[src/rtl/charattr_ram.sv]
// Character/attribute RAM with single-port-style write path shared between
// external writes and a hardware region fill engine. One read port, one write
// port, registered read data with read-before-write behaviour.
module charattr_ram #(
    parameter int DATA_W = 8,
    parameter int ADDR_W = 9
) (
    input  logic              clk,
    input  logic              rst,
    input  logic              rd,
    input  logic [ADDR_W-1:0] rd_addr,
    output logic [DATA_W-1:0] rd_data,
    input  logic              wr,
    input  logic [ADDR_W-1:0] wr_addr,
    input  logic [DATA_W-1:0] wr_data,
    input  logic              fill_start,
    input  logic [ADDR_W-1:0] fill_base,
    input  logic [ADDR_W:0]   fill_len,
    input  logic [DATA_W-1:0] fill_value,
    output logic              busy,
    output logic              fill_done,
    output logic              wr_dropped
);

    localparam int DEPTH = 2 ** ADDR_W;
    localparam logic [ADDR_W:0]   LEN_ZERO  = {(ADDR_W+1){1'b0}};
    localparam logic [ADDR_W:0]   LEN_ONE   = {{ADDR_W{1'b0}}, 1'b1};
    localparam logic [ADDR_W-1:0] ADDR_ZERO = {ADDR_W{1'b0}};
    localparam logic [ADDR_W-1:0] ADDR_ONE  = {{(ADDR_W-1){1'b0}}, 1'b1};
    localparam logic [DATA_W-1:0] DATA_ZERO = {DATA_W{1'b0}};

    typedef enum logic [0:0] {
        ST_IDLE = 1'b0,
        ST_FILL = 1'b1
    } state_t;

    // Storage: no reset so the array maps onto block RAM.
    logic [DATA_W-1:0] r_mem [DEPTH];

    state_t            r_state;
    state_t            w_state_nxt;
    logic [ADDR_W-1:0] r_fill_addr;
    logic [ADDR_W-1:0] w_fill_addr_nxt;
    logic [ADDR_W:0]   r_fill_remain;
    logic [ADDR_W:0]   w_fill_remain_nxt;
    logic [DATA_W-1:0] r_fill_value;
    logic [DATA_W-1:0] w_fill_value_nxt;

    logic              w_we;
    logic [ADDR_W-1:0] w_waddr;
    logic [DATA_W-1:0] w_wdata;
    logic              w_done;
    logic              w_dropped;

    logic [DATA_W-1:0] r_rd_data;
    logic              r_busy;
    logic              r_fill_done;
    logic              r_wr_dropped;

    assign rd_data    = r_rd_data;
    assign busy       = r_busy;
    assign fill_done  = r_fill_done;
    assign wr_dropped = r_wr_dropped;

    // Next-state logic: arbitrates the single write port between the
    // external writer and the fill engine; a fill request always wins.
    always_comb begin
        w_state_nxt       = r_state;
        w_fill_addr_nxt   = r_fill_addr;
        w_fill_remain_nxt = r_fill_remain;
        w_fill_value_nxt  = r_fill_value;
        w_we              = 1'b0;
        w_waddr           = wr_addr;
        w_wdata           = wr_data;
        w_done            = 1'b0;
        w_dropped         = 1'b0;
        case (r_state)
            ST_IDLE: begin
                if (fill_start) begin
                    w_dropped = wr;
                    if (fill_len != LEN_ZERO) begin
                        w_state_nxt       = ST_FILL;
                        w_fill_addr_nxt   = fill_base;
                        w_fill_remain_nxt = fill_len;
                        w_fill_value_nxt  = fill_value;
                    end else begin
                        // Empty region: nothing to write, report completion.
                        w_done = 1'b1;
                    end
                end else if (wr) begin
                    w_we = 1'b1;
                end else begin
                    w_we = 1'b0;
                end
            end
            ST_FILL: begin
                // External writes and new fill requests are ignored here.
                w_dropped         = wr;
                w_we              = 1'b1;
                w_waddr           = r_fill_addr;
                w_wdata           = r_fill_value;
                w_fill_addr_nxt   = r_fill_addr + ADDR_ONE;
                w_fill_remain_nxt = r_fill_remain - LEN_ONE;
                if (r_fill_remain == LEN_ONE) begin
                    w_state_nxt = ST_IDLE;
                    w_done      = 1'b1;
                end else begin
                    w_state_nxt = ST_FILL;
                end
            end
            default: begin
                w_state_nxt = ST_IDLE;
            end
        endcase
    end

    // State, fill context and registered status outputs.
    always_ff @(posedge clk) begin
        if (rst) begin
            r_state       <= ST_IDLE;
            r_fill_addr   <= ADDR_ZERO;
            r_fill_remain <= LEN_ZERO;
            r_fill_value  <= DATA_ZERO;
            r_busy        <= 1'b0;
            r_fill_done   <= 1'b0;
            r_wr_dropped  <= 1'b0;
        end else begin
            r_state       <= w_state_nxt;
            r_fill_addr   <= w_fill_addr_nxt;
            r_fill_remain <= w_fill_remain_nxt;
            r_fill_value  <= w_fill_value_nxt;
            r_busy        <= (w_state_nxt == ST_FILL);
            r_fill_done   <= w_done;
            r_wr_dropped  <= w_dropped;
        end
    end

    // Memory write port; suppressed during reset so an aborted fill stops at once.
    always_ff @(posedge clk) begin
        if (w_we && !rst) begin
            r_mem[w_waddr] <= w_wdata;
        end
    end

    // Registered read port; same-edge writes are seen as old data.
    always_ff @(posedge clk) begin
        if (rst) begin
            r_rd_data <= DATA_ZERO;
        end else if (rd) begin
            r_rd_data <= r_mem[rd_addr];
        end
    end

endmodule
[config.mk]
export PLATFORM = sky130hd
export DESIGN_NAME = charattr_ram
export DESIGN_NICKNAME = d
export VERILOG_FILES = /design/src/rtl/charattr_ram.sv
export SDC_FILE = /design/constraint.sdc
export NUM_CORES = 2
export LEC_CHECK = 0
export ABC_AREA = 1
export BUFFER_PORTS_ARGS = -buffer_cell sky130_fd_sc_hd__buf_2
export CORE_MARGIN = 1
export CORE_UTILIZATION = 25
export DETAILED_ROUTE_END_ITERATION = 6
export MAX_ROUTING_LAYER = met4
export PLACE_DENSITY = 0.48
export SYNTH_ARGS = -nofsm -noshare
export SYNTH_HDL_FRONTEND = slang
export SYNTH_SLANG_ARGS = --single-unit
[constraint.sdc]
create_clock -name clk -period 11.05 [get_ports clk]
set_input_delay 2.21 -clock clk [delete_from_list [all_inputs] [get_ports clk]]
set_output_delay 2.21 -clock clk [all_outputs]
set_load 0.01 [all_outputs]
==> Implementation_results.wiki <==
{| class="wikitable"
! Metric !! Value
|-
| Status || finished with violations
|-
| Violations in the final reports || max-slew violations
|-
| Worst slew slack as a fraction of its limit || -0.08241
|-
| Number of global-route vias before repair || 103.0k
|-
| Number of optimization iterations in the first detailed-route pass || 6
|-
| Primary flip-flop cell chosen by synthesis mapping || edfxtp_1
|-
| Cell class contributing the biggest share of worst-path delay || simple AND/OR/NAND/NOR gates
|-
| Number of antenna violations at the first check in global routing || 17
|-
| Final HPWL DP || 273.8 mm
|-
| Library cell with the highest instance count after synthesis || nand2_1
|-
| Global-route wire length before repair || 744.9 mm
|-
| Post-synthesis to final-layout area growth || 13.08%
|-
| RSZ-0062 raised after global routing || false
|-
| Initial standard-cell utilization of the core || 0.2508
|-
| Period minus WS final || 6405 ps
|-
| Total global routing track utilization || 0.1497
|-
| Syn. warnings || 0
|-
| Share of post-route cells with drive strength above 1 || 0.06329
|-
| Number of design rule violations left after detail routing || 0
|-
| Tightest Pin Transition || 1624 ps
|-
| Detailed-route vias per instance || 4.659
|-
| Main area contributors after synthesis || edfxtp_1 73%, nand3_1 12%, nand2_1 9.4%
|-
| Syn avg cell area || ~12 um^2
|-
| Sink Count || 4134
|-
| Post-cts repair resize count || 0
|-
| Sum of overflow across all layers after global routing || 0
|-
| Critical path endpoint category || flip-flop
|-
| Synthesis-stage register bit count || approximately 4.1k
|-
| Areal power density over the cells || 179.6 nW/um^2
|-
| CTS H-tree lvls || 5
|-
| Final ANT Viol Nets || 0
|-
| Largest net degree at the start of global routing || ~200
|-
| Fraction of the core area covered by cells at the end of the flow || 0.2836
|-
| Number of pins exceeding their max-slew limit in the final report || 109
|-
| Cell repeated most along the worst path || nand3_1
|-
| Max stage delay on crit path || 790 ps
|-
| Syn_nets || 14.22k
|-
| Max-cap check violation count || 0
|-
| CTS tree || built
|-
| Commonest cells in the netlist || 4220 x nand2_1, 4096 x edfxtp_1, 4096 x nand3_1, 586 x nor2_1, 547 x buf_2
|-
| Number of enable flip-flop cells after synthesis || 4096
|-
| Static leakage || 63.98 nW
|-
| Slowest CP cell || buf_4
|-
| Clock input transition at the sequential cells of the worst setup and hold paths || about 60 ps
|-
| Chain of cells forming the critical path || buf_12, inv_16, buf_4, buf_12, nand2_1, nand3_1, nand3_1, nand3_1, nand3_1, nand3_1, nand3_1, nand3_1, nand3_1, nand3_1, nand2_1, inv_1
|-
| Asr flop ratio synth || 0
|-
| Chip Height || between 800 and 900 um
|-
| Top fanout value on the critical path || 197
|-
| Required arrival time at the worst endpoint || about 12000 ps
|-
| Latest clock arrival within the worst-skew pair || between 1000 and 1500 ps
|-
| Final setup skew || 68.99 ps
|-
| Die X-Extent || 822.8 um
|-
| CTS hold repair buffers || 0
|-
| Maximum clock path buffer count || 4
|-
| Total Routed Length || 514.2 mm
|-
| Category of the worst setup path launch point || input pin
|-
| Area share of the largest cell type after synthesis || 0.7303
|-
| Placer Congestion || 0.8054
|-
| Number of unique standard cell types used by synthesis || 31
|-
| Category of the most critical setup path || input pin to flip-flop
|-
| Core outline area || 671500 um^2
|-
| Floorplan die area || 677000 um^2
|-
| Total number of vias || 107.9k
|-
| Clock tree root buffer cell || clkbuf_16
|-
| Cell Area, Synth || about 170000 um^2
|-
| Cell type with the highest aggregate area in the netlist || edfxtp_1
|-
| Endpoint arrival time on the critical path || 7350 ps
|-
| Top-level I/O count || 69
|-
| Number of cell rows || 301
|-
| Highest clock frequency the design can meet || ~160 MHz
|-
| Initial DRC count || 10.74k
|-
| Final period util || 0.5797
|-
| Share of the yosys chip area belonging to registers || 0.7348
|-
| Fin. Hold Viols || 0
|-
| Summed negative setup slack over all endpoints || 0 ps
|-
| Layout Nets || 13.90k
|-
| TritonCTS Buffers || ~440
|-
| PortBufs || 68
|-
| Hold Path Class || flip-flop to flip-flop
|-
| # setup viols final || 0
|-
| Synth Instances || 14.16k
|-
| Peak supply drop || 0.1369 mV
|-
| Number of buffers and inverters on the critical path || 5
|-
| Setup fix buffers added after clock tree synthesis || 0
|-
| Mean routed wirelength per cell || 22.21 um
|}
-- cell type report --
cell class / count / area [um^2]
fill: 68580 / 481000
sequential: 4134 / 123800
multi-input combinational: 8979 / 39240
clock buffer: 551 / 11730
tap: 8938 / 11180
timing repair buffer: 236 / 2168
clock inverter: 258 / 2125
inverter: 47 / 230.2
antenna: 11 / 27.53
-- registers in the layout, summed over array words and instances, names as in the netlist --
register       cells
r_fill_addr        9
r_mem           4096
busy               1
r_fill_remain     10
fill_done          1
wr_dropped         1
r_fill_value       8
rd_data            8
-- layout by cell type (no fill, tap or decap), drive strengths merged, types with 4 or more instances in the layout --
master    synthesis  final
a31oi            10     10
clkinv            1    219
dfxtp            38     38
a211oi            5      5
nand2          4220   4220
or2               4      4
o21ai            21     21
edfxtp         4096   4096
nor4              4      4
clkinvlp          0      7
inv              46     55
clkbuf          146    551
buf             852    236
a21oi            10     10
nor2            586    586
nor3             10     10
bufinv            0     24
nand3          4096   4096
diode             0     11
-- per-stage QoR --
| step | instances | area [um^2] | hold WS, ps | setup slack [ps] | total power [W] |
|---|---|---|---|---|---|
| floorplan | 14160 | 168400 | 458.8 | 1284 | 0.01944 |
| global placement | 22330 | 176600 | 477.7 | 4089 | 0.02018 |
| detailed placement | 22330 | 176600 | 482.0 | 4123 | 0.02018 |
| CTS | 23140 | 190400 | 490.7 | 5172 | 0.03447 |
| global route | 23150 | 190500 | 532.0 | 4759 | 0.03519 |
| finish | 23150 | 190500 | 495.4 | 4645 | 0.03420 |
-- per-layer routing --
layer	vias up	track usage	wire [um]
met2	3098	0.2393	244200
met1	54310	0.2018	227200
met3	669	0.01955	28590
met5	-	-	0
li1	49790	-	-
met4	0	0.03835	14100
-- path summary, 6_finish.rpt --
kind / cells past startpoint / start / endpoint / slack (ps)
max: 16 / rd_addr[0] / rd_data[4]$_SDFFE_PP0P_ / 4640
min reg2reg: 2 / r_fill_remain[1]$_SDFFE_PP0P_ / r_fill_remain[1]$_SDFFE_PP0P_ / 500
min: 2 / r_fill_remain[1]$_SDFFE_PP0P_ / r_fill_remain[1]$_SDFFE_PP0P_ / 500
max reg2reg: 7 / busy$_SDFF_PP0_ / r_mem[268][7]$_DFFE_PP_ / 5930
-- power breakdown --
| part | internal, W | switching [W] | total, W |
|---|---|---|---|
| clock | 0.00807 | 0.00631 | 0.0144 |
| combinational | 0.000457 | 0.00186 | 0.00232 |
| sequential | 0.0175 | 0.0000244 | 0.0175 |
| total | 0.0260 | 0.00819 | 0.0342 |
-- worst reg2reg max path, delay by kind of cell (launching register included) --
| family | cells | cell delay [ps] |
|---|---|---|
| simple gates | 3 | 2770 |
| buf+inv | 3 | 890 |
| compound gates | 1 | 770 |
| flops | 1 | 310 |
-- cell families after synthesis --
| family | Yosys count | share of synthesized area |
|---|---|---|
| adders and majority gates | 3 | 0.0002229 |
| buffers and inverters | 1045 | 0.03347 |
| and+or+nand+nor | 8923 | 0.2296 |
| xor gates and xnor gates | 1 | 0.00005201 |
| DFF | 4134 | 0.7348 |
| AOI/OAI and AO/OA | 52 | 0.001805 |
Note: power is estimated with default switching activity, not from simulation.
